`src/rtl/uart_cmd_ctrl.sv`:
```
// UART command-frame sequencer: collects DEV/ADDR/DATA/TAIL, validates, issues one cfg write via req/ack.
// Optional inter-byte idle timeout enabled by defining UART_CMD_TMO_EN (adds BYTE_TMO parameter).
module uart_cmd_ctrl #(
    parameter logic [7:0]  DEV_ID    = 8'h01,
    parameter logic [7:0]  TAIL_BYTE = 8'hAA,
    parameter logic [15:0] ACK_TMO   = 16'd1023
`ifdef UART_CMD_TMO_EN
    ,
    parameter logic [23:0] BYTE_TMO  = 24'd200000
`endif
) (
    input  logic       clk_sys,
    input  logic       rst_n,
    input  logic       rx_vld,
    input  logic [7:0] rx_data,
    input  logic       rx_perr,
    output logic       cfg_wr_req,
    output logic [7:0] cfg_dev,
    output logic [7:0] cfg_addr,
    output logic [7:0] cfg_wdata,
    input  logic       cfg_wr_ack,
    output logic       busy,
    output logic       frm_ok,
    output logic       frm_err,
    output logic [1:0] err_code
);

    typedef enum logic [2:0] {
        S_DEV  = 3'd0,
        S_ADDR = 3'd1,
        S_DATA = 3'd2,
        S_TAIL = 3'd3,
        S_WR   = 3'd4
    } state_t;

    localparam logic [1:0] ERR_PARITY = 2'd0;
    localparam logic [1:0] ERR_TAIL   = 2'd1;
    localparam logic [1:0] ERR_IDLE   = 2'd2;
    localparam logic [1:0] ERR_ACK    = 2'd3;

    state_t      state_q, state_d;
    logic [7:0]  dev_q, dev_d;
    logic [7:0]  addr_q, addr_d;
    logic [7:0]  wdata_q, wdata_d;
    logic        req_q, req_d;
    logic        ok_q, ok_d;
    logic        err_q, err_d;
    logic [1:0]  code_q, code_d;
    logic [15:0] ack_tmr_q, ack_tmr_d;
`ifdef UART_CMD_TMO_EN
    logic [23:0] idle_q, idle_d;
`endif

    always_comb begin
        state_d   = state_q;
        dev_d     = dev_q;
        addr_d    = addr_q;
        wdata_d   = wdata_q;
        req_d     = req_q;
        ok_d      = 1'b0;
        err_d     = 1'b0;
        code_d    = code_q;
        ack_tmr_d = ack_tmr_q;

        case (state_q)
            S_DEV: begin
                if (rx_vld) begin
                    if (rx_perr) begin
                        err_d   = 1'b1;
                        code_d  = ERR_PARITY;
                        state_d = S_DEV;
                    end else begin
                        dev_d   = rx_data;
                        state_d = S_ADDR;
                    end
                end
            end
            S_ADDR: begin
                if (rx_vld) begin
                    if (rx_perr) begin
                        err_d   = 1'b1;
                        code_d  = ERR_PARITY;
                        state_d = S_DEV;
                    end else begin
                        addr_d  = rx_data;
                        state_d = S_DATA;
                    end
                end
            end
            S_DATA: begin
                if (rx_vld) begin
                    if (rx_perr) begin
                        err_d   = 1'b1;
                        code_d  = ERR_PARITY;
                        state_d = S_DEV;
                    end else begin
                        wdata_d = rx_data;
                        state_d = S_TAIL;
                    end
                end
            end
            S_TAIL: begin
                if (rx_vld) begin
                    if (rx_perr) begin
                        err_d   = 1'b1;
                        code_d  = ERR_PARITY;
                        state_d = S_DEV;
                    end else if (rx_data != TAIL_BYTE) begin
                        // The bad terminator is dropped, not reinterpreted as the next DEV.
                        err_d   = 1'b1;
                        code_d  = ERR_TAIL;
                        state_d = S_DEV;
                    end else if (dev_q == DEV_ID) begin
                        req_d     = 1'b1;
                        ack_tmr_d = 16'd0;
                        state_d   = S_WR;
                    end else begin
                        state_d = S_DEV;
                    end
                end
            end
            S_WR: begin
                // Ack takes priority over a timeout expiring in the same cycle.
                if (cfg_wr_ack) begin
                    req_d   = 1'b0;
                    ok_d    = 1'b1;
                    state_d = S_DEV;
                end else if (ack_tmr_q + 16'd1 == ACK_TMO) begin
                    req_d   = 1'b0;
                    err_d   = 1'b1;
                    code_d  = ERR_ACK;
                    state_d = S_DEV;
                end else begin
                    ack_tmr_d = ack_tmr_q + 16'd1;
                end
            end
            default: begin
                req_d   = 1'b0;
                state_d = S_DEV;
            end
        endcase

`ifdef UART_CMD_TMO_EN
        idle_d = 24'd0;
        if ((state_q == S_ADDR) || (state_q == S_DATA) || (state_q == S_TAIL)) begin
            if (!rx_vld) begin
                if (idle_q + 24'd1 == BYTE_TMO) begin
                    err_d   = 1'b1;
                    code_d  = ERR_IDLE;
                    state_d = S_DEV;
                end else begin
                    idle_d = idle_q + 24'd1;
                end
            end
        end
`endif
    end

    always_ff @(posedge clk_sys or negedge rst_n) begin
        if (!rst_n) begin
            state_q   <= S_DEV;
            dev_q     <= 8'd0;
            addr_q    <= 8'd0;
            wdata_q   <= 8'd0;
            req_q     <= 1'b0;
            ok_q      <= 1'b0;
            err_q     <= 1'b0;
            code_q    <= 2'd0;
            ack_tmr_q <= 16'd0;
        end else begin
            state_q   <= state_d;
            dev_q     <= dev_d;
            addr_q    <= addr_d;
            wdata_q   <= wdata_d;
            req_q     <= req_d;
            ok_q      <= ok_d;
            err_q     <= err_d;
            code_q    <= code_d;
            ack_tmr_q <= ack_tmr_d;
        end
    end

`ifdef UART_CMD_TMO_EN
    always_ff @(posedge clk_sys or negedge rst_n) begin
        if (!rst_n) begin
            idle_q <= 24'd0;
        end else begin
            idle_q <= idle_d;
        end
    end
`endif

    assign cfg_wr_req = req_q;
    assign cfg_dev    = dev_q;
    assign cfg_addr   = addr_q;
    assign cfg_wdata  = wdata_q;
    assign busy       = (state_q == S_WR);
    assign frm_ok     = ok_q;
    assign frm_err    = err_q;
    assign err_code   = code_q;

endmodule

```
`config.mk`:
```
export PLATFORM = sky130hd
export DESIGN_NAME = uart_cmd_ctrl
export DESIGN_NICKNAME = d
export VERILOG_FILES = /design/src/rtl/uart_cmd_ctrl.sv
export SDC_FILE = /design/constraint.sdc
export NUM_CORES = 1
export LEC_CHECK = 0
export BUFFER_PORTS_ARGS = -buffer_cell sky130_fd_sc_hd__buf_2
export CAP_MARGIN = 20
export CORE_MARGIN = 2
export CORE_UTILIZATION = 56
export CTS_BUF_LIST = sky130_fd_sc_hd__clkbuf_8 sky130_fd_sc_hd__clkbuf_16
export DETAILED_ROUTE_END_ITERATION = 10
export GPL_TIMING_DRIVEN = 1
export PLACE_DENSITY = 0.8
export SYNTH_ARGS = -nofsm -noshare
export SYNTH_HDL_FRONTEND = slang
export SYNTH_SLANG_ARGS = --single-unit
```
`constraint.sdc`:
```
create_clock -name clk_sys -period 3.4 [get_ports clk_sys]
set_clock_uncertainty 0.05 [all_clocks]
set_input_delay 0.17 -clock clk_sys [delete_from_list [all_inputs] [get_ports clk_sys]]
set_output_delay 0.17 -clock clk_sys [all_outputs]
set_load 0.01 [all_outputs]
```
==> results of run 1 <==
[cells by family (layout without fill, tap and decap cells)]
family	Yosys count	after routing	synth area share, %
AOI/OAI and AO/OA	45	45	13.8
muxes	29	29	13.0
and+or+nand+nor	79	79	18.6
xor gates and xnor gates	4	4	1.41
buffers and inverters	23	59	3.88
adders and majority gates	2	2	1.01
DFF	48	48	48.4
[metal layers]
| layer | vias up | share of wire (%) | global-route usage [%] |
|---|---|---|---|
| li1 | 920 | - | - |
| met1 | 958 | 44 | 29.3 |
| met2 | 62 | 50 | 38.3 |
| met3 | 2 | 5.7 | 5.98 |
| met4 | 0 | 0.23 | 5.45 |
| met5 | - | 0 | 0 |
[sequential cells by signal, indices dropped and copies added (netlist names)]
name,cells
ack_tmr_q,16
cfg_addr,8
cfg_dev,8
cfg_wdata,8
state_q,3
err_code,2
cfg_wr_req,1
frm_err,1
frm_ok,1
[worst reg2reg max path, delay by kind of cell (launching register included)]
family	cells	cell delay [ns]
fa+ha+maj	1	0.34
flops	1	0.52
mux	1	0.25
simple gates	1	0.13
compound gates	4	1.52
[report_power, final]
group	switching, W	internal [W]	leakage, nW
clock	0.000185	0.000140	0.0400
combinational	0.000162	0.000178	0.624
sequential	0.0000705	0.000686	0.591
total	0.000418	0.00100	1.26
[cell usage in the layout, fill, tap and decap left out, types with 2 or more instances in the layout]
master / synthesis / routed
dfrtp_1: 48 / 48
buf_2: 8 / 42
mux2_2: 25 / 25
nor2_1: 14 / 14
nand2_1: 14 / 14
nand3_1: 10 / 10
nor3_1: 9 / 9
inv_1: 8 / 8
and3_1: 8 / 8
o21ai_0: 7 / 7
a21oi_1: 7 / 7
o31ai_1: 5 / 5
clkbuf_8: 0 / 5
mux2i_1: 4 / 4
nand4_1: 3 / 3
xnor2_1: 3 / 3
nor4bb_1: 3 / 3
o2bb2ai_1: 3 / 3
nor4_1: 2 / 2
o211ai_1: 2 / 2
a2111o_1: 2 / 2
nand4b_1: 2 / 2
nand3b_1: 2 / 2
nor4b_1: 2 / 2
a2bb2oi_1: 2 / 2
o21a_1: 2 / 2
a22o_1: 2 / 2
a21o_1: 2 / 2
a31oi_1: 2 / 2
ha_1: 2 / 2
[stage by stage]
step	utilization (%)	std cells	instance area, um^2
floorplan	-	230	2480
global placement	62.2	309	2690
detailed placement	62.2	309	2690
CTS	64.1	316	2770
global route	64.8	318	2800
finish	64.8	318	2800
[timing repair]
| item | in CTS | in global routing |
|---|---|---|
| gates resized for setup | 0 | 0 |
| hold endpoints to repair | 0 | 11 |
| hold buffers | 0 | 1 |
[cell type report]
cell class / instances / share of cell area, %
Clock buffer: 5 / 2.46
Multi-Input combinational cell: 159 / 42.3
Tap cell: 52 / 2.32
Clock inverter: 2 / 0.447
Inverter: 8 / 1.07
Sequential cell: 48 / 42.9
Timing Repair Buffer: 44 / 8.58
[how the worst max path moves through the flow]
stage	start	to	slack, ns
2_1_floorplan	ack_tmr_q[1]$_DFFE_PN0P_	ack_tmr_q[0]$_DFFE_PN0P_	0.92
3_3_place_gp	ack_tmr_q[0]$_DFFE_PN0P_	ack_tmr_q[0]$_DFFE_PN0P_	0.69
3_5_place_dp	ack_tmr_q[0]$_DFFE_PN0P_	ack_tmr_q[0]$_DFFE_PN0P_	0.58
4_1_cts	ack_tmr_q[0]$_DFFE_PN0P_	ack_tmr_q[0]$_DFFE_PN0P_	0.55
5_1_grt	ack_tmr_q[0]$_DFFE_PN0P_	ack_tmr_q[0]$_DFFE_PN0P_	0.40
6_report	ack_tmr_q[1]$_DFFE_PN0P_	ack_tmr_q[0]$_DFFE_PN0P_	0.54
==> run_results.csv, run 1 <==
group,metric,value,unit
timing,fin_crit_sh,84.2,%
detailed_routing,vias,1942,
cts,cts_post_setup_buffers_inserted,0,
critical_path,critPathMaxFanout,10,
logic_synthesis,syn-cell-area,2480,um^2
cts,htree_levels,2,
logic_synthesis,synth_top_cells_by_count,"48 x dfrtp_1, 25 x mux2_2, 14 x nand2_1, 14 x nor2_1, 10 x nand3_1",
detailed_routing,dr.pass1.iters,6,
global_routing,grt_pass1_vias,1885,
logic_synthesis,synth_top_area_cell,"dfrtp_1",
critical_path,rr_endpoint,"ack_tmr_q[0]$_DFFE_PN0P_",
place,gp_congestion,0.956,
min_path,whs_path_depth,2,
critical_path,cp_num_buf_inv,0,
detailed_routing,drt_iter0_drc,122,
timing,setup_viol,0,
logic_synthesis,seq_area_frac_synth,48.4,%
critical_path,rr_worst_depth,7,
min_path,worstHoldStart,"rx_perr",
floorplan,rows,24,
timing,fin_tns_setup,0,ns
timing,post-route-min-period,2.86,ns
logic_synthesis,synth.avg_cell_area,10.8,um^2
detailed_routing,routed_wl,5190,um
timing,fmax,349,MHz
timing,tightest_slew,0.635,ns
job,max_cap_viol_count,0,
critical_path,worstPathRequired,3.59,ns
critical_path,path_class,"register to register",
detailed_routing,viasPerCell,6.11,
final_layout,final_nets,281,
floorplan,ioPinCount,43,
floorplan,core-area,4320,um^2
global_routing,grt_max_degree,49,
critical_path,cp-end-kind,"register",
detailed_routing,wl_per_cell,16.3,um
critical_path,critical_path_depth,7,
timing,slew-limit-headroom,57.5,%
detailed_routing,drc,0,
power,p_total,0.00142,W
min_path,hp-class,"primary input to register",
logic_synthesis,synth_cell_types,50,
timing,holdWs,0.0557,ns
critical_path,critPathArrivalTime,3.05,ns
critical_path,crit_family,"compound AO/OA/AOI/OAI gates",
critical_path,cp-start-kind,"register",
logic_synthesis,yosys_warnings,0,
detailed_routing,postRouteAntennaNets,0,
floorplan,die_y,70.6,um
timing,worst_slack,0.536,ns
final_layout,multiInputGateArea,1180,um^2
critical_path,critPathMostFrequentCell,"a2111o_1",
global_routing,grtUsageTotal,22.6,%
cts,cts_buffers,5,
place,port_buffers,42,
critical_path,cp_slowest_cell,"dfrtp_1",
floorplan,dieArea,4980,um^2
critical_path,r2r-start,"ack_tmr_q[1]$_DFFE_PN0P_",
logic_synthesis,ys.flop_type,"dfrtp_1",
logic_synthesis,ys_seq_elements,48,
place,place_hpwl,3790,um
timing,rsz0062_at_grt,"false",
critical_path,reg2reg_slack,0.54,ns
power,power.density,507,nW/um^2
power,p_leak,1.26,nW
critical_path,crit_chain,"ha_1 -> nand3_4 -> a2111o_1 -> a32o_1 -> a2111o_1 -> o31ai_4 -> mux2_2",
final_layout,seq_area,1200,um^2
final_layout,fillCellCount,356,
global_routing,antenna_found_initial,0,
critical_path,max_stage_delay,0.52,ns
final_layout,drive_gt1_share,30.5,%
cts,clock_path_buffers,2,
floorplan,die_x,70.6,um
global_routing,grt_pass1_wl,8960,um
place,pre_cts_slack,0.576,ns
cts,clock_latency,0.30,ns
cts,cts_sinks,48,
final_layout,antenna_cells,0,
logic_synthesis,syn_inst,230,
final_layout,syn2layout_area_growth,12.9,%
power,irDropWorstVdd,0.000386,V
global_routing,grt_remaining_overflow,0,
cts,cts-root-buf,"clkbuf_8",
timing,drv_slew,0,
logic_synthesis,async_flop_share,100,%
cts,clk_pin_slew,0.09,ns
floorplan,start_util,57.4,%
logic_synthesis,synth.most_common_cell,"dfrtp_1",
cts,cts_tree,"built",
logic_synthesis,synth_top_cells_by_area,"dfrtp_1 48%, mux2_2 11%, nand2_1 2.1%",
logic_synthesis,yosysTopAreaCellShare,48.4,%
min_path,min_to,"err_code[0]$_DFFE_PN0P_",
run_status,outcome,"completed",
logic_synthesis,synth-edff-count,0,
timing,hold_viol_final,0,
logic_synthesis,syn-num-nets,245,
Note: power is estimated with default switching activity, not from simulation.
==> run 2, diff against run 1 <==
--- a/config.mk
+++ b/config.mk
@@ -8,11 +8,11 @@
 export BUFFER_PORTS_ARGS = -buffer_cell sky130_fd_sc_hd__buf_2
 export CAP_MARGIN = 20
 export CORE_MARGIN = 2
-export CORE_UTILIZATION = 56
+export CORE_UTILIZATION = 50
 export CTS_BUF_LIST = sky130_fd_sc_hd__clkbuf_8 sky130_fd_sc_hd__clkbuf_16
 export DETAILED_ROUTE_END_ITERATION = 10
 export GPL_TIMING_DRIVEN = 1
-export PLACE_DENSITY = 0.8
+export PLACE_DENSITY = 0.75
 export SYNTH_ARGS = -nofsm -noshare
 export SYNTH_HDL_FRONTEND = slang
 export SYNTH_SLANG_ARGS = --single-unit
==> constraint.sdc (replaced) <==
create_clock -name clk_sys -period 2.6 [get_ports clk_sys]
set_clock_uncertainty 0.05 [all_clocks]
set_input_delay 0.13 -clock clk_sys [delete_from_list [all_inputs] [get_ports clk_sys]]
set_output_delay 0.13 -clock clk_sys [all_outputs]
set_load 0.01 [all_outputs]
==> run_results.csv, run 2 (same netlist as run 1, synthesis figures left out) <==
group,metric,value,unit
cts,clk_pin_slew,0.09,ns
power,p_leak,1.30,nW
detailed_routing,drt_iter0_drc,140,
critical_path,crit_chain,"nand3_1 -> nor4_1 -> xor2_1 -> a2111o_1 -> o31ai_4 -> buf_4 -> a22o_1",
min_path,hp-class,"primary input to register",
final_layout,final_nets,289,
global_routing,grt_max_degree,30,
critical_path,max_stage_delay,0.56,ns
final_layout,drive_gt1_share,36.0,%
detailed_routing,dr.pass1.iters,4,
final_layout,final_cell_mix,"45 x dfrtp_1, 42 x buf_2, 25 x mux2_2",
run_status,outcome,"completed",
place,port_buffers,42,
cts,htree_levels,2,
global_routing,grtUsageTotal,21.6,%
place,gp_congestion,0.932,
timing,fmax,388,MHz
power,power.density,649,nW/um^2
cts,cts_buffers,5,
detailed_routing,drc,0,
cts,cts_sinks,48,
timing,hold_viol_final,0,
floorplan,die_x,74.4,um
final_layout,final_cells,342,
global_routing,antenna_found_initial,0,
timing,slew-limit-headroom,56.0,%
place,place_hpwl,3840,um
timing,rsz0062_at_grt,"true",
critical_path,critPathArrivalTime,2.77,ns
timing,drv_slew,0,
detailed_routing,routed_wl,5640,um
timing,fin_crit_sh,99.0,%
power,p_total,0.00191,W
cts,clock_path_buffers,2,
critical_path,critPathMaxFanout,9,
critical_path,cp_slowest_cell,"a2111o_1",
timing,tightest_slew,0.657,ns
cts,cts-root-buf,"clkbuf_8",
critical_path,cp-end-kind,"register",
job,max_cap_viol_count,0,
critical_path,path_class,"register to register",
global_routing,grt_remaining_overflow,0,
floorplan,start_util,52.2,%
cts,cts_tree,"built",
detailed_routing,vias,1985,
cts,clock_latency,0.31,ns
timing,post-route-min-period,2.58,ns
final_layout,regMostFlops,"ack_tmr_q",
final_layout,largest_reg_flops,16,
final_layout,fillCellCount,405,
timing,setup_viol,0,
place,placed_cells,331,
floorplan,dieArea,5540,um^2
critical_path,worstPathRequired,2.79,ns
floorplan,core-area,4750,um^2
final_layout,syn2layout_area_growth,18.5,%
detailed_routing,wl_per_cell,16.5,um
final_layout,antenna_cells,0,
final_layout,layout_commonest_cell,"dfrtp_1",
global_routing,grt_pass1_vias,1862,
power,irDropWorstVdd,0.000445,V
timing,fin_tns_setup,0,ns
detailed_routing,postRouteAntennaNets,0,
floorplan,ioPinCount,43,
global_routing,grt_pass1_wl,9090,um
floorplan,die_y,74.4,um
critical_path,cp-start-kind,"register",
floorplan,rows,25,
detailed_routing,viasPerCell,5.80,
-- run 2: cell count changes in the layout (fill, tap and decap cells not counted), sizes merged --
cell      before  now
inv            8    9
clkinvlp       1    0
buf           43   51
clkbuf         5    6
-- run 2: report_power, final --
part	switching, W	internal [W]	leakage, nW
combinational	0.000211	0.000232	0.663
clock	0.000259	0.000218	0.0516
sequential	0.0000918	0.000897	0.586
total	0.000562	0.00135	1.30
-- run 2: cell type report --
| cell class | count | area [um^2] | share of cell area (%) |
|---|---|---|---|
| multi-input cells | 159 | 1230 | 42.0 |
| flip-flops and latches | 48 | 1200 | 41.0 |
| repair buffers | 52 | 292 | 9.91 |
| clock inverters | 2 | 13.8 | 0.468 |
| inverters | 8 | 30.0 | 1.02 |
| well taps | 67 | 83.8 | 2.85 |
| clock buffers | 6 | 82.6 | 2.81 |
-- run 2: worst paths after layout --
check                                                 end  slack [ns]                      from  cells after the start
worst min-delay path              err_code[0]$_DFFE_PN0P_       0.009                   rx_perr                      2
worst max-delay path            ack_tmr_q[10]$_DFFE_PN0P_        0.02  ack_tmr_q[4]$_DFFE_PN0P_                      7
worst min register to register    err_code[1]$_DFFE_PN0P_        0.45   err_code[1]$_DFFE_PN0P_                      1
min in group asynchronous        cfg_wdata[7]$_DFFE_PN0P_        0.34                     rst_n                      2
max in group asynchronous        ack_tmr_q[0]$_DFFE_PN0P_        1.41                     rst_n                      3
worst max register to register  ack_tmr_q[10]$_DFFE_PN0P_        0.02  ack_tmr_q[4]$_DFFE_PN0P_                      7
-- run 2: per-layer routing --
layer,GRT usage (%),vias up,share of wire (%)
met2,34.8,63,49
met4,6.55,0,0.94
met3,3.25,7,5.3
met1,30.4,977,45
li1,-,938,-
met5,0,-,0
-- run 2: metrics by stage --
stage	instance area, um^2	hold slack, ns	util [%]	setup WS, ns
floorplan	2480	-0.216	-	0.117
global placement	2760	0.137	58.1	0.0174
detailed placement	2760	0.141	58.1	-0.0961
CTS	2890	0.00820	60.8	0.0240
global route	2940	0.0176	61.8	-0.0754
finish	2940	0.00902	61.8	0.0249
-- run 2: timing repair --
| action | 4_1_cts | 5_1_grt |
|---|---|---|
| cloned | 0 | 0 |
| setup buffers | 2 | 0 |
| hold endpoints to repair | 28 | 0 |
| pin swaps | 1 | 4 |
| setup endpoints to repair | 11 | 16 |
| gates resized for setup | 2 | 10 |
| hold buffers | 1 | 0 |
-- run 2: worst max-delay path: cells and delay by family (launching register included) --
family,cells,cell delay [ns]
compound gates,3,1.00
xor+xnor,1,0.16
buf+inv,1,0.17
flops,1,0.51
simple gates,2,0.64
==> run 3, diff against run 2 <==
--- a/config.mk
+++ b/config.mk
@@ -7,6 +7,7 @@
 export LEC_CHECK = 0
 export BUFFER_PORTS_ARGS = -buffer_cell sky130_fd_sc_hd__buf_2
 export CAP_MARGIN = 20
+export CORE_ASPECT_RATIO = 0.7
 export CORE_MARGIN = 2
 export CORE_UTILIZATION = 50
 export CTS_BUF_LIST = sky130_fd_sc_hd__clkbuf_8 sky130_fd_sc_hd__clkbuf_16
==> run_results.csv, run 3 (same netlist as run 1, synthesis figures left out) <==
group,metric,value,unit
run_status,outcome,"completed",
timing,fin_tns_setup,0,ns
final_layout,final_nets,293,
global_routing,grt_pass1_vias,1887,
critical_path,cp-end-kind,"register",
floorplan,core-area,4780,um^2
final_layout,largest_reg_flops,16,
power,comb_power_share,22.4,%
place,pre_cts_slack,-0.0321,ns
min_path,hp-class,"primary input to register",
timing,holdWs,0.00907,ns
detailed_routing,routed_wl,5750,um
critical_path,cp-start-kind,"register",
power,p_leak,1.34,nW
floorplan,die_y,62.9,um
detailed_routing,drc,0,
final_layout,layout_commonest_cell,"dfrtp_1",
timing,setup_viol,0,
cts,cts_buffers,5,
timing,fmax,402,MHz
global_routing,grt_pass1_wl,9430,um
floorplan,rows,21,
timing,post-route-min-period,2.49,ns
power,power.density,661,nW/um^2
timing,tightest_slew,0.699,ns
power,p_int,0.00142,W
final_layout,final_cell_mix,"44 x dfrtp_1, 42 x buf_2, 25 x mux2_2",
critical_path,path_class,"register to register",
final_layout,syn2layout_area_growth,21.2,%
global_routing,antenna_found_initial,0,
global_routing,grt_remaining_overflow,0,
power,switchingPower,0.000567,W
timing,hold_viol_final,0,
final_layout,antenna_cells,0,
timing,slew-limit-headroom,53.2,%
cts,clk_pin_slew,0.09,ns
cts,clock_latency,0.31,ns
place,port_buffers,42,
place,placed_cells,337,
detailed_routing,drt_iter0_drc,189,
final_layout,final_util,62.9,%
final_layout,fillCellCount,404,
floorplan,die_x,88.2,um
power,p_seq_share,49.9,%
detailed_routing,viasPerCell,5.70,
global_routing,grtUsageTotal,21.9,%
final_layout,regMostFlops,"ack_tmr_q",
place,gp_congestion,0.888,
cts,cts_sinks,48,
floorplan,ioPinCount,43,
power,irDropWorstVdd,0.000497,V
floorplan,dieArea,5550,um^2
timing,drv_slew,0,
detailed_routing,dr.pass1.iters,4,
critical_path,worstPathRequired,2.80,ns
critical_path,critPathMaxFanout,8,
cts,htree_levels,2,
timing,worst_slack,0.113,ns
cts,clock_path_buffers,2,
cts,cts_tree,"built",
power,power.share.clock,27.7,%
detailed_routing,vias,1985,
timing,rsz0062_at_grt,"false",
final_layout,drive_gt1_share,36.9,%
power,netSwitchingFraction,28.5,%
floorplan,start_util,51.9,%
cts,cts-root-buf,"clkbuf_8",
detailed_routing,postRouteAntennaNets,0,
job,max_cap_viol_count,0,
place,place_hpwl,4070,um
final_layout,final_cells,348,
timing,fin_crit_sh,95.7,%
critical_path,critPathArrivalTime,2.68,ns
detailed_routing,wl_per_cell,16.5,um
global_routing,grt_max_degree,49,
[run 3: layout make-up]
cell class | count | area, um^2 | area share, %
Clock inverter | 3 | 46.3 | 1.54
Multi-Input combinational cell | 159 | 1230 | 41.1
Sequential cell | 48 | 1210 | 40.1
Inverter | 8 | 30.0 | 0.999
Tap cell | 69 | 86.3 | 2.87
Clock buffer | 5 | 68.8 | 2.29
Timing Repair Buffer | 56 | 334 | 11.1
[run 3: path summary, 6_finish.rpt]
kind | slack (ns) | from | depth (start not counted) | end
worst max-delay path | 0.11 | ack_tmr_q[1]$_DFFE_PN0P_ | 8 | ack_tmr_q[10]$_DFFE_PN0P_
worst min-delay path | 0.009 | rx_perr | 2 | err_code[0]$_DFFE_PN0P_
worst max register to register | 0.11 | ack_tmr_q[1]$_DFFE_PN0P_ | 8 | ack_tmr_q[10]$_DFFE_PN0P_
worst min register to register | 0.46 | cfg_addr[3]$_DFFE_PN0P_ | 1 | cfg_addr[3]$_DFFE_PN0P_
max in group asynchronous | 1.91 | rst_n | 3 | ack_tmr_q[4]$_DFFE_PN0P_
min in group asynchronous | 0.13 | rst_n | 2 | state_q[0]$_DFFE_PN0P_
[run 3: layer usage]
metal / wire [um] / vias up / GRT usage [%]
li1: - / 953 / -
met1: 2840 / 969 / 34.2
met2: 2500 / 58 / 30.5
met3: 371 / 5 / 5.42
met4: 40 / 0 / 5.11
met5: 0 / - / 0
[run 3: worst max-delay path, cell delays in order, from the launching register on]
cell and delay (ns):
dfrtp_1 0.42, buf_4 0.18, and4_4 0.25, nand2_1 0.10
o32a_1 0.31, a2111o_1 0.54, o31ai_4 0.27, buf_6 0.17
a22o_1 0.13
[run 3: timing repair]
action                     4_1_cts  5_1_grt
pin swaps                        0        3
setup endpoints to repair        9       11
gates resized for setup          2       11
hold buffers                     1        0
setup buffers                    0        1
hold endpoints to repair        48        0
[run 3: stage by stage]
| stage | instance area (um^2) | power, W |
|---|---|---|
| 6_report | 3010 | 0.00199 |
| 5_1_grt | 3010 | 0.00209 |
| 4_1_cts | 2930 | 0.00199 |
| 3_5_place_dp | 2790 | 0.00145 |
| 3_3_place_gp | 2790 | 0.00143 |
| 2_1_floorplan | 2480 | 0.00124 |
[run 3: power groups by stage]
stage	Sequential, W	Clock (W)	Combinational, W
final	0.000992	0.000551	0.000446
after global routing	0.00101	0.000587	0.000488
after CTS	0.000992	0.000552	0.000447
after detailed placement	0.00101	0	0.000445
after global placement	0.000996	0	0.000438
after floorplan	0.00106	0	0.000178
